===== src/rtl/pack_check_pkg.sv =====
// rtl/pack_check_pkg.sv - shared types, constants and helpers for the egress packet checker
//
// Purpose: parser state encoding, frame layout constants, MAC derivation
//          and the packed metadata word used by pack_check.
// Contents: state_t, WORDS_PER_BLOCK, HDR_WORDS, PAYLOAD_WORD, MAC_BASE,
//           meta_t, mac_of_port().
package pack_pkg;

  typedef enum logic [2:0] {
    HDR0,
    HDR1,
    TIME_HI,
    TIME_LO,
    SMAC_HI,
    SMAC_LO,
    PAYLOAD
  } state_t;

  localparam int          WORDS_PER_BLOCK = 8;
  localparam int          HDR_WORDS       = 6;
  localparam logic [31:0] PAYLOAD_WORD    = 32'hFFFF_FFFF;
  localparam logic [47:0] MAC_BASE        = 48'h0200_0000_0000;

  typedef struct packed {
    logic [1:0]  src;
    logic [1:0]  dst;
    logic [11:0] length;
  } meta_t;

  // Port number lives in the two LSBs; the rest is the fixed base.
  function automatic logic [47:0] mac_of_port(input logic [1:0] port);
    return {MAC_BASE[47:2], port};
  endfunction

endpackage


===== src/rtl/pack_check_if.sv =====
// rtl/pack_check_if.sv - ingress word stream into the packet checker
//
// Purpose: carries the fabric-side packet words; no backpressure.
// Signals: in_valid (word present this cycle), in_data[31:0] (packet word).
// Modports: master drives the stream, slave (the checker) consumes it.
interface pack_check_if;
  logic        in_valid;
  logic [31:0] in_data;

  modport master (output in_valid, output in_data);
  modport slave  (input  in_valid, input  in_data);
endinterface


===== src/rtl/pack_check_sat_cnt.sv =====
// rtl/pack_check_sat_cnt.sv - 16-bit counter that sticks at all-ones
//
// Purpose: event counter for good/errored packets.
// Ports: clk, reset (sync, active-high), i_inc (count this cycle),
//        o_cnt[15:0] (current count).
module sat_cnt (
  input  logic        clk,
  input  logic        reset,
  input  logic        i_inc,
  output logic [15:0] o_cnt
);

  logic [15:0] r_cnt;

  always_ff @(posedge clk) begin
    if (reset) begin
      r_cnt <= '0;
    end else if (i_inc && (r_cnt != 16'hFFFF)) begin
      r_cnt <= r_cnt + 16'd1;
    end
  end

  assign o_cnt = r_cnt;

endmodule


===== src/rtl/pack_check.sv =====
// rtl/pack_check.sv - egress packet checker: header parse, MAC/payload check, latency
//
// Purpose: parses the 32-bit packet stream, checks length, destination MAC
//          and payload, then reports {src, dst, length}, one-way latency
//          and error flags one cycle after the final word.
// Ports: clk, reset (sync, active-high), s_in (word stream, slave),
//        cur_time[63:0] (timestamp base), meta_valid (completion pulse),
//        meta_out (metadata), latency[31:0], err[2:0] {payload, mac, len},
//        pkt_cnt / err_cnt (saturating good / errored packet counts).
module pack_check
  import pack_pkg::*;
#(
  parameter int MY_PORT    = 0,
  parameter int META_WIDTH = 16,
  parameter int MAX_BLOCKS = 64
) (
  input  logic                  clk,
  input  logic                  reset,
  pack_check_if.slave           s_in,
  input  logic [63:0]           cur_time,
  output logic                  meta_valid,
  output logic [META_WIDTH-1:0] meta_out,
  output logic [31:0]           latency,
  output logic [2:0]            err,
  output logic [15:0]           pkt_cnt,
  output logic [15:0]           err_cnt
);

  localparam logic [47:0] MY_MAC  = mac_of_port(2'(MY_PORT));
  localparam logic [11:0] MAX_LEN = 12'(MAX_BLOCKS);

  state_t      r_state;
  state_t      w_state_nxt;
  logic [11:0] r_len;
  logic [8:0]  r_rem;
  logic        r_mac_err;
  logic        r_pay_err;
  logic [1:0]  r_dst;
  logic [1:0]  r_src;
  logic [31:0] r_ts;

  logic        r_meta_valid;
  meta_t       r_meta;
  logic [31:0] r_latency;
  logic [2:0]  r_err;

  logic [11:0] w_in_len;
  logic [8:0]  w_rem_init;
  logic [8:0]  w_rem_dec;
  logic        w_mac_bad;
  logic        w_pay_bad;
  logic        w_done;
  logic [2:0]  w_err;
  meta_t       w_meta;
  logic [31:0] w_lat;
  logic        w_unused;

  assign w_in_len  = s_in.in_data[27:16];
  // rem counts the words still to come after W0, so the final word is
  // the one accepted while rem is 1 (it decrements to 0).
  assign w_rem_init = 9'(w_in_len * 12'(WORDS_PER_BLOCK)) - 9'd1;
  assign w_rem_dec  = r_rem - 9'd1;
  assign w_unused   = ^cur_time[63:32];

  always_ff @(posedge clk) begin
    if (reset) begin
      r_state <= HDR0;
    end else begin
      r_state <= w_state_nxt;
    end
  end

  always_comb begin
    w_state_nxt = r_state;
    w_mac_bad   = 1'b0;
    w_pay_bad   = 1'b0;
    w_done      = 1'b0;
    w_err       = 3'b000;
    w_meta      = '0;
    w_lat       = '0;
    if (s_in.in_valid) begin
      case (r_state)
        HDR0: begin
          w_mac_bad = (s_in.in_data[15:0] != MY_MAC[47:32]);
          if ((w_in_len == 12'd0) || (w_in_len > MAX_LEN)) begin
            // No timestamp or ports were seen; only the length is reported.
            w_done        = 1'b1;
            w_err         = 3'b001;
            w_meta.length = w_in_len;
          end else begin
            w_state_nxt = HDR1;
          end
        end
        HDR1:    begin
          w_mac_bad   = (s_in.in_data != MY_MAC[31:0]);
          w_state_nxt = TIME_HI;
        end
        TIME_HI: w_state_nxt = TIME_LO;
        TIME_LO: w_state_nxt = SMAC_HI;
        SMAC_HI: w_state_nxt = SMAC_LO;
        SMAC_LO: w_state_nxt = PAYLOAD;
        PAYLOAD: begin
          w_pay_bad = (s_in.in_data != PAYLOAD_WORD);
          if (w_rem_dec == 9'd0) begin
            w_done      = 1'b1;
            w_err       = {r_pay_err | w_pay_bad, r_mac_err, 1'b0};
            w_meta.src    = r_src;
            w_meta.dst    = r_dst;
            w_meta.length = r_len;
            w_lat       = cur_time[31:0] - r_ts;
            w_state_nxt = HDR0;
          end
        end
        default: w_state_nxt = HDR0;
      endcase
    end
  end

  always_ff @(posedge clk) begin
    if (reset) begin
      r_len     <= '0;
      r_rem     <= '0;
      r_mac_err <= 1'b0;
      r_pay_err <= 1'b0;
      r_dst     <= '0;
      r_src     <= '0;
      r_ts      <= '0;
    end else if (s_in.in_valid) begin
      r_rem <= (r_state == HDR0) ? w_rem_init : w_rem_dec;
      case (r_state)
        HDR0: begin
          r_len     <= w_in_len;
          r_mac_err <= w_mac_bad;
          r_pay_err <= 1'b0;
        end
        HDR1: begin
          r_mac_err <= r_mac_err | w_mac_bad;
          r_dst     <= s_in.in_data[1:0];
        end
        TIME_LO: r_ts      <= s_in.in_data;
        SMAC_LO: r_src     <= s_in.in_data[17:16];
        PAYLOAD: r_pay_err <= r_pay_err | w_pay_bad;
        default: ;
      endcase
    end
  end

  // Result registers hold until the next completion.
  always_ff @(posedge clk) begin
    if (reset) begin
      r_meta_valid <= 1'b0;
      r_meta       <= '0;
      r_latency    <= '0;
      r_err        <= '0;
    end else begin
      r_meta_valid <= w_done;
      if (w_done) begin
        r_meta    <= w_meta;
        r_latency <= w_lat;
        r_err     <= w_err;
      end
    end
  end

  sat_cnt u_pkt_cnt (
    .clk   (clk),
    .reset (reset),
    .i_inc (w_done && (w_err == 3'b000)),
    .o_cnt (pkt_cnt)
  );

  sat_cnt u_err_cnt (
    .clk   (clk),
    .reset (reset),
    .i_inc (w_done && (w_err != 3'b000)),
    .o_cnt (err_cnt)
  );

  assign meta_valid = r_meta_valid;
  assign meta_out   = r_meta;
  assign latency    = r_latency;
  assign err        = r_err;

endmodule


===== src/flat_wrapper.sv =====
// flat-port wrapper written by rule: the top's interface ports become plain ports
module pack_check_flat import pack_pkg::*;
#(
  parameter int MY_PORT    = 0,
  parameter int META_WIDTH = 16,
  parameter int MAX_BLOCKS = 64
)
  (clk, reset, cur_time, meta_valid, meta_out, latency, err, pkt_cnt, err_cnt, s_in_in_valid, s_in_in_data);
  pack_check_if s_in_i ();
  input  logic clk;
  input  logic reset;
  input  logic [63:0] cur_time;
  output logic meta_valid;
  output logic [META_WIDTH-1:0] meta_out;
  output logic [31:0] latency;
  output logic [2:0] err;
  output logic [15:0] pkt_cnt;
  output logic [15:0] err_cnt;
  input wire logic [$bits(s_in_i.in_valid)-1:0] s_in_in_valid;
  input wire logic [$bits(s_in_i.in_data)-1:0] s_in_in_data;
  assign s_in_i.in_valid = s_in_in_valid;
  assign s_in_i.in_data = s_in_in_data;
  pack_check #(.MY_PORT(MY_PORT), .META_WIDTH(META_WIDTH), .MAX_BLOCKS(MAX_BLOCKS)) u_core (.clk(clk), .reset(reset), .s_in(s_in_i), .cur_time(cur_time), .meta_valid(meta_valid), .meta_out(meta_out), .latency(latency), .err(err), .pkt_cnt(pkt_cnt), .err_cnt(err_cnt));
endmodule

===== config.mk =====
export PLATFORM = sky130hd
export DESIGN_NAME = pack_check_flat
export DESIGN_NICKNAME = d
export VERILOG_FILES = /design/src/rtl/pack_check_pkg.sv /design/src/rtl/pack_check_if.sv /design/src/rtl/pack_check_sat_cnt.sv /design/src/rtl/pack_check.sv /design/src/flat_wrapper.sv
export SDC_FILE = /design/constraint.sdc
export NUM_CORES = 1
export LEC_CHECK = 0
export ABC_AREA = 1
export BUFFER_PORTS_ARGS = -buffer_cell sky130_fd_sc_hd__buf_2
export CAP_MARGIN = 15
export CORE_ASPECT_RATIO = 0.6
export CORE_MARGIN = 5
export CORE_UTILIZATION = 60
export DETAILED_ROUTE_END_ITERATION = 6
export PLACE_DENSITY = 0.95
export SETUP_SLACK_MARGIN = 0.05
export SLEW_MARGIN = 30
export SYNTH_ARGS = -nofsm -noshare
export SYNTH_HDL_FRONTEND = slang
export SYNTH_SLANG_ARGS = --single-unit

===== constraint.sdc =====
create_clock -name clk -period 6.3 [get_ports clk]
set_input_delay 0.945 -clock clk [delete_from_list [all_inputs] [get_ports clk]]
set_output_delay 0.945 -clock clk [all_outputs]
set_load 0.005 [all_outputs]

Word-level counts from Yosys, hierarchy flattened --
Cells that the tools add are included.
Operators by class: bitwise gates (word level) 3, mux-type cells 26, add/sub/neg operators 5, reductions and logical operators 20, eq/ne operators 12, order comparisons 1
Operators with widths (count):
- $mux 32 | 3
- $add 16x1->16 const B | 2
- $mux 16 | 2
- $ne 16x16->1 const B | 2
- $ne 32x32->1 const B | 1
- $reduce_bool 32->1 | 1
- $sub 32x32->32 | 1
- $pmux 12 s2 | 1
- $pmux 3 s7 | 1
- $sub 9x1->9 const B | 2
- $ne 16x10->1 const B | 1
- $gt 12x7->1 const B | 1
- $logic_not 12->1 | 1
- $mux 12 | 1
- $mux 3 | 4
- $reduce_and 2->1 | 6
- $eq 3x3->1 const B | 3
- $logic_not 9->1 | 1
- $mux 9 | 1
- $pmux 1 s2 | 4
- $mux 1 | 7
- $eq 3x2->1 const B | 2
- $logic_not 3->1 | 2
- $pmux 3 s2 | 1
- other kinds (10) | 16
Storage, ports and cells: word-level logic and storage cells 83, input bits 99, flip-flop bits (word level) 146, output and inout bits 84

Longest topological paths before layout --
Gate-level depths: netlist of run 1.
depth in word-level cells 8, mapped depth 16, depth with buffers taken out 16

Hierarchy --
Synthesis of run 1 repeated with hierarchy kept, for this count alone.
Second synthesis, totals: cell total of the unflattened synthesis 1476, area total of the unflattened synthesis 9251.4 um2
By module, submodules not included:
- pack_check | area an instance 7392.1 um2, instances 1, cells each 1178, sequential area each 2282.2 um2
- sat_cnt | area an instance 929.6 um2, instances 2, cells each 149, sequential area each 320.3 um2

Least setup slack after synthesis of run 1 --
OpenSTA, ideal clock, no wires.
path type in2reg, from input cur_time[0], to register u_core.r_latency[28], in the netlist u_core.latency[28], library setup time 0.132 ns, cell stages on the path 15, setup slack 3.728 ns, arrival time 2.440 ns, buffers on the path 0, data required time 6.168 ns, cells stage by stage inv_1 ha_1 inv_1 fa_1 nand2_1 nand2_1 o21ai_0 o21ai_0 nand2_1 nand2_1 nand2_1 nand2_1 nand2_1 nand3_1 a21oi_1
On the way: longest elaborated chain between the ends 4
Ends and longest elaborated chain:
- start: declaration | RTL line flat_wrapper.sv:12 | input logic [63:0] cur_time;
- $sub 32x32->32 | RTL line pack_check.sv:110 | w_lat = cur_time[31:0] - r_ts;
- $mux 32 | RTL line pack_check.sv:104 | if (w_rem_dec == 9'd0) begin
- $mux 32 | RTL line pack_check.sv:82 | case (r_state)
- $mux 32 | RTL line pack_check.sv:81 | if (s_in.in_valid) begin
- end signal: assignment | RTL line pack_check.sv:159 | r_latency <= w_lat;
- end: declaration | RTL line pack_check.sv:44 | logic [31:0] r_latency;
Every way passes these cells. A chain may end at the register's enable or synchronous reset.

Final worst setup path of run 1 --
from register u_core.r_rem[0], to register u_core.r_meta, in the netlist u_core.meta_out[13]
On the way: longest elaborated chain between the ends 5, elaborated cells on any way between the ends 8, those cells by class add/sub (1); mux (6); reduce/logical (1)
Ends and longest elaborated chain:
- start: declaration | RTL line pack_check.sv:35 | logic [8:0] r_rem;
- start signal: assignment | RTL line pack_check.sv:129 | r_rem <= (r_state == HDR0) ? w_rem_init : w_rem_dec;
- $sub 9x1->9 * | RTL line pack_check.sv:62 | assign w_rem_dec = r_rem - 9'd1;
- $logic_not 9->1 * | RTL line pack_check.sv:104
- $mux 1 / $mux 16 (equally long branches) | RTL line pack_check.sv:104
- $pmux 1 s2 / $mux 4 (equally long branches) | RTL line pack_check.sv:82
- $mux 1 / $mux 16 (equally long branches) | RTL line pack_check.sv:81
- end signal: assignment | RTL line pack_check.sv:158 | r_meta <= w_meta;
- end: declaration | RTL line pack_check.sv:43 | meta_t r_meta;
Every way passes the cells marked *; elsewhere a longest branch is shown, timed or not.

==> results of run 1 <==
## registers in the layout, summed over array words and instances (netlist names)
register	cells
u_core.u_pkt_cnt.o_cnt	16
u_core.r_state	3
u_core.err	3
u_core.r_mac_err	1
u_core.r_src	2
u_core.u_err_cnt.o_cnt	16
u_core.r_rem	9
u_core.r_ts	32
u_core.r_pay_err	1
u_core.latency	32
u_core.r_dst	2
u_core.meta_out	16
u_core.r_len	12
u_core.meta_valid	1
## power by group
part	leakage (nW)	internal [mW]	switching, mW
Clock	0.272	0.573	0.428
Sequential	1.19	1.05	0.0885
Combinational	2.72	0.288	0.625
Total	4.17	1.91	1.14
## path summary, 6_finish.rpt
path                                   start                               end  slack (ns)
min          u_core.latency[14]$_SDFFE_PP0P_   u_core.latency[14]$_SDFFE_PP0P_        0.46
max reg2reg     u_core.r_rem[0]$_SDFFE_PP0P_  u_core.meta_out[13]$_SDFFE_PP0P_        2.87
max             u_core.r_rem[0]$_SDFFE_PP0P_  u_core.meta_out[13]$_SDFFE_PP0P_        2.87
min reg2reg  u_core.latency[14]$_SDFFE_PP0P_   u_core.latency[14]$_SDFFE_PP0P_        0.46
## worst max-delay path: stages (launching register included)
cell,delay (ns)
dfxtp_1,0.37
inv_1,0.11
ha_1,0.26
nand2_2,0.11
inv_2,0.04
nand3_1,0.08
nand2_1,0.09
nor2_1,0.14
nand2_2,0.14
nor2_8,0.46
inv_2,0.25
nand2_1,0.38
inv_2,0.45
nand2_1,0.23
a21oi_1,0.09
## stage by stage
stage / setup slack (ns) / std cells / hold WS (ns)
after floorplan: 3.73 / 1248 / 0.430
final: 2.87 / 1587 / 0.462
after CTS: 2.92 / 1585 / 0.462
after global placement: 2.83 / 1553 / 0.445
after detailed placement: 2.82 / 1553 / 0.450
after global routing: 2.59 / 1587 / 0.477
## per-layer routing
| metal | wire, µm | track usage | vias to the layer above |
|---|---|---|---|
| met5 | 0 | 0 | - |
| met1 | 11100 | 0.430 | 4084 |
| met2 | 10700 | 0.443 | 541 |
| met4 | 501 | 0.0741 | 0 |
| li1 | - | - | 4435 |
| met3 | 3160 | 0.0903 | 53 |
## cell type report
type,instances,area share
tap,192,0.0245
inverter,126,0.0482
clock buffer,20,0.0465
antenna,2,0.000510
timing repair buffer,155,0.0803
sequential,146,0.298
multi-input combinational,934,0.489
clock inverter,12,0.0126
## cell families (layout without fill, tap and decap cells)
logic type                 count (synthesis)  count (layout)  share of synthesized area
AOI/OAI and AO/OA                        311             311                      0.192
DFF                                      146             146                      0.348
adders and majority gates                 39              39                     0.0590
and+or+nand+nor                          548             548                      0.283
other                                      0               2                          0
xor gates and xnor gates                  36              36                     0.0376
buffers and inverters                    168             313                     0.0797
## cells in the final DEF (no fill, tap or decap), types with 4 or more instances in the layout
cell type,n
nor2_1,116
nand3_1,74
ha_1,38
clkinvlp_4,4
nor3_1,26
xnor2_1,11
o21ai_0,104
o21ai_1,6
nor4_1,10
nand2_1,275
xor2_1,25
a21oi_1,178
nand4_1,22
clkbuf_16,17
dfxtp_1,146
buf_4,5
buf_2,150
inv_1,119
inv_2,6
nand3b_1,9
==> results.yml, run 1 <==
outcome:
  status: "finished with violations"
  violations: "design-rule violations"
pwr:
  p_total_mw: 3.05
  irDropWorstVdd_mv: 0.204
  powerDensity_nw_per_um2: 311
  leakagePower_nw: 4.17
grt:
  grt_pass1_wl_um: 40000
  grt_overflow: 0
  grt_max_degree: 77
  grt_pass1_vias: 7956
  antenna_found_initial: 2
  grt.total_usage: 0.300
sta:
  fmax_mhz: 292
  finalMaxSlewViolations: 0
  rsz0062_at_grt: "no"
  slew_headroom: 0.368
  hold_viol_final: 0
  period_needed_ns: 3.43
  setup_viol: 0
  period_share: 0.544
  fin_skew_ns: 0.0121
  tns_ns: 0
  worstMarginPinSlew_ns: 0.943
route:
  drc: 23
  ant_nets: 0
  vias: 9113
  drt_iter0_drc: 1212
  dr.pass1.iters: 7
  wl_um: 25400
  routed_via_density: 5.74
  wl_per_cell_um: 16.0
yosys:
  syn_area_per_cell_um2: 6.73
  yosys_most_used_dff: "dfxtp_1"
  synth-seq-area-share: 0.348
  syn-num-nets: 1386
  netlist.top_cell.by_area: "dfxtp_1"
  async_reset_ff_frac: 0
  ys_ff_latch: 146
  synth-warning-count: 0
  synth_most_common_cell: "nand2_1"
  syn_inst: 1248
  synth_top_area_frac: 0.348
  synth.distinct_cells: 47
  synthTopCellsByArea: "dfxtp_1 35%, nand2_1 12%, a21oi_1 11%"
  synth_edf_count: 0
  netlist_area_um2: 8400
  ys_top_cells_by_count: "275 x nand2_1, 178 x a21oi_1, 146 x dfxtp_1"
die:
  dieHeight_um: 102
  die-width_um: 163
  die_area_um2: 16500
  start_util: 0.614
  core_area_um2: 13700
  rows: 33
  io_pins: 183
cts:
  holdBufCountCts: 0
  root_buffer: "clkbuf_16"
  clk_path_buf_depth: 2
  cts_sinks: 146
  cts_tree: "done"
  htree_levels: 4
  clkTransAtPathRegs_ns: 0.06
  clock_latency_ns: 0.42
  postCtsSetupRepairBufs: 0
  post_cts_resize_count: 0
  cts_buffers: 17
layout:
  multi_input_area_um2: 4800
  design_area_um2: 9810
  finish.utilization: 0.718
  register_area_um2: 2920
  area_growth_syn_to_layout_pct: 16.9
  nets: 1518
  drive_gt1_frac: 0.147
  fill_cells: 1098
worst_hold_path:
  hp-class: "reg -> reg"
  hold-path-cell-count: 2
place:
  hpwl_um: 18700
  place_congestion: 1.06
  place_area_um2: 9230
  port_buffers: 150
critical_path:
  crit_path_max_fanout: 51
  worst_ep_arrival_time_ns: 3.69
  cp.required_ns: 6.56
  path_class: "reg -> reg"
  r2r.worst_path.cells: 14
  start_kind: "register"
  critPathCaptureType: "register"
job:
  cap_violations: 0
Power figures use the tool's default switching activity.
==> inputs of run 2 (changes only) <==
--- a/config.mk
+++ b/config.mk
@@ -10,9 +10,9 @@
 export CAP_MARGIN = 15
 export CORE_ASPECT_RATIO = 0.6
 export CORE_MARGIN = 5
-export CORE_UTILIZATION = 60
+export CORE_UTILIZATION = 50
 export DETAILED_ROUTE_END_ITERATION = 6
-export PLACE_DENSITY = 0.95
+export PLACE_DENSITY = 0.85
 export SETUP_SLACK_MARGIN = 0.05
 export SLEW_MARGIN = 30
 export SYNTH_ARGS = -nofsm -noshare
==> constraint.sdc (replaced) <==
create_clock -name clk -period 2.8 [get_ports clk]
set_input_delay 0.42 -clock clk [delete_from_list [all_inputs] [get_ports clk]]
set_output_delay 0.42 -clock clk [all_outputs]
set_load 0.005 [all_outputs]
==> run 2 against run 1 <==
The flow now finishes without violations. Final cell count up 2.9%. Clock skew down 0.00094 ns. Worst setup slack worse by 2.5 ns. Critical path type unchanged. Highest routed layer unchanged.
==> results.yml, run 2 (synthesis gave the netlist of run 1 again) <==
route:
  ant_nets: 0
  wl_per_cell_um: 15.9
  wl_um: 25900
  routed_via_density: 5.48
  dr.pass1.iters: 7
  vias: 8949
  drc: 0
  drt_iter0_drc: 882
grt:
  grtUsageMet2: 0.386
  grt_max_degree: 76
  grt.busiest_layer: "met1"
  grt_pass1_wl_um: 41000
  grt.total_usage: 0.263
  grt_pass1_vias: 7921
  antenna_found_initial: 0
  grt_overflow: 0
  groute.layer.met3.usage: 0.0539
  grt_use_met1: 0.390
sta:
  setup_viol: 0
  tns_ns: 0
  period_needed_ns: 2.39
  hold_viol_final: 0
  fin_skew_ns: 0.0111
  slew_headroom: 0.431
  period_share: 0.855
  worst_slack_ns: 0.407
  finalMaxSlewViolations: 0
  worstMarginPinSlew_ns: 0.854
  rsz0062_at_grt: "no"
  fmax_mhz: 418
pwr:
  p_sw_mw: 2.67
  seqPwrFrac: 0.370
  internal_power_mw: 4.25
  leakagePower_nw: 4.25
  powerDensity_nw_per_um2: 695
  switching_share: 0.386
  irDropWorstVdd_mv: 0.445
  p_comb_frac: 0.306
  power_frac_clock: 0.325
critical_path:
  path_buf_inv: 3
  crit_chain: "inv_1, ha_1, nand2_2, inv_2, nand3_1, nand2_1, nor2_1, nand2_2, nor2_8, buf_4, o21ai_0, a21o_1, a21oi_1"
  critical_path.most_common_cell: "nand2_2"
  critPathCaptureType: "register"
  slowest_delay_ns: 0.37
  worst_ep_arrival_time_ns: 2.75
  crit_path_max_fanout: 26
  cpLargestDelayFamily: "simple AND/OR/NAND/NOR gates"
  cp.required_ns: 3.16
  path_class: "reg -> reg"
  start_kind: "register"
  cpMaxStageDelayCell: "dfxtp_1"
die:
  die_area_um2: 19600
  die-width_um: 177
  dieHeight_um: 110
  rows: 36
  core_area_um2: 16400
  io_pins: 183
  start_util: 0.513
layout:
  register_area_um2: 2920
  final_cell_mix: "275 x nand2_1, 178 x a21oi_1, 150 x buf_2, 146 x dfxtp_1, 119 x inv_1"
  drive_gt1_frac: 0.155
  n_antenna_cell: 0
  final_common_cell: "nand2_1"
  nets: 1530
  area_growth_syn_to_layout_pct: 18.5
  multi_input_area_um2: 4800
  fill_cells: 1493
place:
  place_congestion: 0.986
  pre_cts_ws_ns: 0.232
  port_buffers: 150
  hpwl_um: 19400
cts:
  cts_sinks: 146
  clock_latency_ns: 0.43
  cts_tree: "done"
  cts_buffers: 17
  root_buffer: "clkbuf_16"
  htree_levels: 4
  clkTransAtPathRegs_ns: 0.07
  clk_path_buf_depth: 2
outcome:
  status: "finished, final reports clean"
worst_hold_path:
  hp-class: "in -> reg"
job:
  cap_violations: 0
## run 2: changes by cell type in the layout (fill, tap and decap cells not counted), moves of 3 or more
cell	change
inv_8	+3
buf_4	+11
inv_6	+7
clkinvlp_4	-4
clkinv_4	-3
## run 2: worst min-delay path, stage by stage
cell and delay, ns:
buf_2 0.13, nor2_1 0.06, nor2_1 0.09
## run 2: final cells by class
cell class / count / area share
clock inverter: 15 / 0.0150
timing repair buffer: 167 / 0.0895
tap: 228 / 0.0287
inverter: 126 / 0.0478
clock buffer: 17 / 0.0427
multi-input combinational: 934 / 0.483
sequential: 146 / 0.294
## run 2: power groups by stage
stage / logic (mW) / registers [mW] / clock network [mW]
after floorplan: 1.44 / 2.57 / 0
after global placement: 2.01 / 2.58 / 0
after detailed placement: 2.06 / 2.59 / 0
after CTS: 2.08 / 2.55 / 2.27
after global routing: 2.37 / 2.60 / 2.38
final: 2.11 / 2.56 / 2.25
## run 2: what timing repair did
item	4_1_cts	5_1_grt
gates resized for setup	0	2
setup endpoints to repair	0	48
hold buffers	0	0
setup buffers	0	0
## run 2: path summary, 6_finish.rpt
| check | from | end | slack, ns | cells past startpoint |
|---|---|---|---|---|
| max reg2reg | u_core.r_rem[0]$_SDFFE_PP0P_ | u_core.latency[16]$_SDFFE_PP0P_ | 0.41 | 13 |
| min | s_in_in_data[24] | u_core.r_len[8]$_SDFFE_PP0P_ | 0.30 | 3 |
| max | u_core.r_rem[0]$_SDFFE_PP0P_ | u_core.latency[16]$_SDFFE_PP0P_ | 0.41 | 13 |
| min reg2reg | u_core.latency[7]$_SDFFE_PP0P_ | u_core.latency[7]$_SDFFE_PP0P_ | 0.46 | 2 |
## run 2: per-layer routing
layer	vias up	part of all wire
li1	4468	-
met1	4015	0.47
met2	419	0.41
met3	47	0.093
met4	0	0.017
met5	-	0
## run 2: per-stage QoR
stage / hold WS [ns] / std cells / cell area, µm² / power (mW) / util
finish: 0.298 / 1633 / 9950 / 6.92 / 0.609
global route: 0.308 / 1633 / 9950 / 7.34 / 0.609
global placement: 0.446 / 1601 / 9380 / 4.59 / 0.573
detailed placement: 0.451 / 1601 / 9380 / 4.66 / 0.573
CTS: 0.288 / 1633 / 9950 / 6.90 / 0.609
floorplan: 0.430 / 1248 / 8400 / 4.00 / -
==> inputs of run 3 (changes only) <==
--- a/config.mk
+++ b/config.mk
@@ -6,15 +6,16 @@
 export NUM_CORES = 1
 export LEC_CHECK = 0
 export ABC_AREA = 1
-export BUFFER_PORTS_ARGS = -buffer_cell sky130_fd_sc_hd__buf_2
 export CAP_MARGIN = 15
 export CORE_ASPECT_RATIO = 0.6
 export CORE_MARGIN = 5
-export CORE_UTILIZATION = 50
+export CORE_UTILIZATION = 45
 export DETAILED_ROUTE_END_ITERATION = 6
-export PLACE_DENSITY = 0.85
+export DONT_BUFFER_PORTS = 1
+export PLACE_DENSITY = 0.7
 export SETUP_SLACK_MARGIN = 0.05
 export SLEW_MARGIN = 30
 export SYNTH_ARGS = -nofsm -noshare
 export SYNTH_HDL_FRONTEND = slang
 export SYNTH_SLANG_ARGS = --single-unit
+export TNS_END_PERCENT = 1
==> run 3 against run 2 <==
Total power rose by 4.5%. Sequential share of layout area rose by 2.0 points. Core utilization fell by 9.7 points. Worst setup slack got worse by 0.12 ns. Via count fell by 7.2%. Register-to-register slack got worse by 0.12 ns. Wire length rose by 2.3%. Clock skew fell by 0.0044 ns. The run now ends with design-rule violations left. Clock power rose by 20%. Sequential cell count did not move.
==> results.yml, run 3 (synthesis gave the netlist of run 1 again) <==
job:
  cap_violations: 0
sta:
  tns_ns: 0
  worstMarginPinSlew_ns: 0.692
  finalMaxSlewViolations: 0
  fin_skew_ns: 0.00669
  period_needed_ns: 2.51
  hold_viol_final: 0
  rsz0062_at_grt: "yes"
  period_share: 0.897
  fmax_mhz: 398
  setup_viol: 0
  hold-worst-slack_ns: 0.0697
  slew_headroom: 0.534
layout:
  final_cell_mix: "274 x nand2_1, 178 x a21oi_1, 146 x dfxtp_1, 118 x inv_1, 116 x nor2_1"
  nets: 1379
  fill_cells: 1817
  n_antenna_cell: 0
  area_growth_syn_to_layout_pct: 10.9
  drive_gt1_frac: 0.0534
  final_common_cell: "nand2_1"
  register_area_um2: 2920
  multi_input_area_um2: 4810
cts:
  post_cts_resize_count: 0
  cts_sinks: 146
  cts_tree: "done"
  clkTransAtPathRegs_ns: 0.06
  clk_path_buf_depth: 2
  htree_levels: 4
  root_buffer: "clkbuf_16"
  postCtsSetupRepairBufs: 0
  holdBufCountCts: 0
  cts_buffers: 17
  clock_latency_ns: 0.43
route:
  wl_um: 26500
  routed_via_density: 5.56
  ant_nets: 0
  dr.pass1.iters: 7
  vias: 8301
  drt_iter0_drc: 753
  wl_per_cell_um: 17.7
  drc: 1
pwr:
  powerDensity_nw_per_um2: 776
  leakagePower_nw: 3.56
  irDropWorstVdd_mv: 0.552
place:
  place_congestion: 0.980
  port_buffers: 0
  hpwl_um: 20000
worst_hold_path:
  hp-class: "in -> reg"
critical_path:
  cp.required_ns: 3.17
  worst_ep_arrival_time_ns: 2.88
  crit_path_max_fanout: 18
  start_kind: "register"
  path_class: "reg -> reg"
  critPathCaptureType: "register"
die:
  start_util: 0.461
  io_pins: 183
  rows: 38
  die_area_um2: 21600
  core_area_um2: 18200
  dieHeight_um: 116
  die-width_um: 186
grt:
  grt_pass1_wl_um: 42000
  antenna_found_initial: 0
  grt.total_usage: 0.243
  grt_max_degree: 77
  grt_overflow: 0
  grt_pass1_vias: 7396
outcome:
  violations: "design-rule violations"
  status: "finished with violations"
-- run 3: metrics by stage --
step / total power [mW] / utilization / cell area, µm² / cells / setup slack [ns]
final: 7.23 / 0.511 / 9310 / 1494 / 0.288
after global routing: 7.65 / 0.511 / 9310 / 1494 / 0.0348
after CTS: 7.22 / 0.511 / 9310 / 1494 / 0.184
after detailed placement: 4.50 / 0.473 / 8620 / 1462 / 0.204
after global placement: 4.47 / 0.473 / 8620 / 1462 / 0.264
after floorplan: 4.00 / - / 8400 / 1248 / 0.753
-- run 3: critical path, stage by stage (launching register included) --
cell	delay [ns]
dfxtp_1	0.37
inv_1	0.11
ha_1	0.25
nand2_2	0.11
inv_2	0.04
nand3_1	0.08
nand2_1	0.10
nor2_1	0.15
nand2_2	0.12
nor2_8	0.28
nand2_1	0.15
nand3_2	0.19
nand2_2	0.21
inv_1	0.13
nor2_1	0.05
nor2_1	0.08
-- run 3: layout make-up --
| cell class | count | area share |
|---|---|---|
| Sequential cell | 146 | 0.314 |
| Timing Repair Buffer | 16 | 0.0129 |
| Inverter | 126 | 0.0510 |
| Tap cell | 240 | 0.0322 |
| Clock inverter | 13 | 0.0275 |
| Clock buffer | 19 | 0.0465 |
| Multi-Input combinational cell | 934 | 0.516 |
-- run 3: per-layer routing --
metal  share of wire  vias to the layer above  global-route usage
li1                -                     4165                   -
met1            0.51                     3796               0.368
met2            0.36                      326               0.305
met3            0.13                       14               0.121
met4          0.0071                        0              0.0435
met5               0                        -                   0
-- run 3: where the power goes --
group	internal, mW	switching [mW]
combinational	0.576	1.33
clock	1.77	0.948
sequential	2.37	0.243
total	4.71	2.52
-- run 3: final timing paths --
path / startpoint / end / slack (ns) / cells after the start
min reg2reg: u_core.r_ts[6]$_SDFFE_PP0P_ / u_core.r_ts[6]$_SDFFE_PP0P_ / 0.46 / 2
max reg2reg: u_core.r_rem[0]$_SDFFE_PP0P_ / u_core.u_err_cnt.o_cnt[0]$_SDFFE_PP0P_ / 0.29 / 15
min: reset / u_core.u_pkt_cnt.o_cnt[14]$_SDFFE_PP0P_ / 0.07 / 1
max: u_core.r_rem[0]$_SDFFE_PP0P_ / u_core.u_err_cnt.o_cnt[0]$_SDFFE_PP0P_ / 0.29 / 15
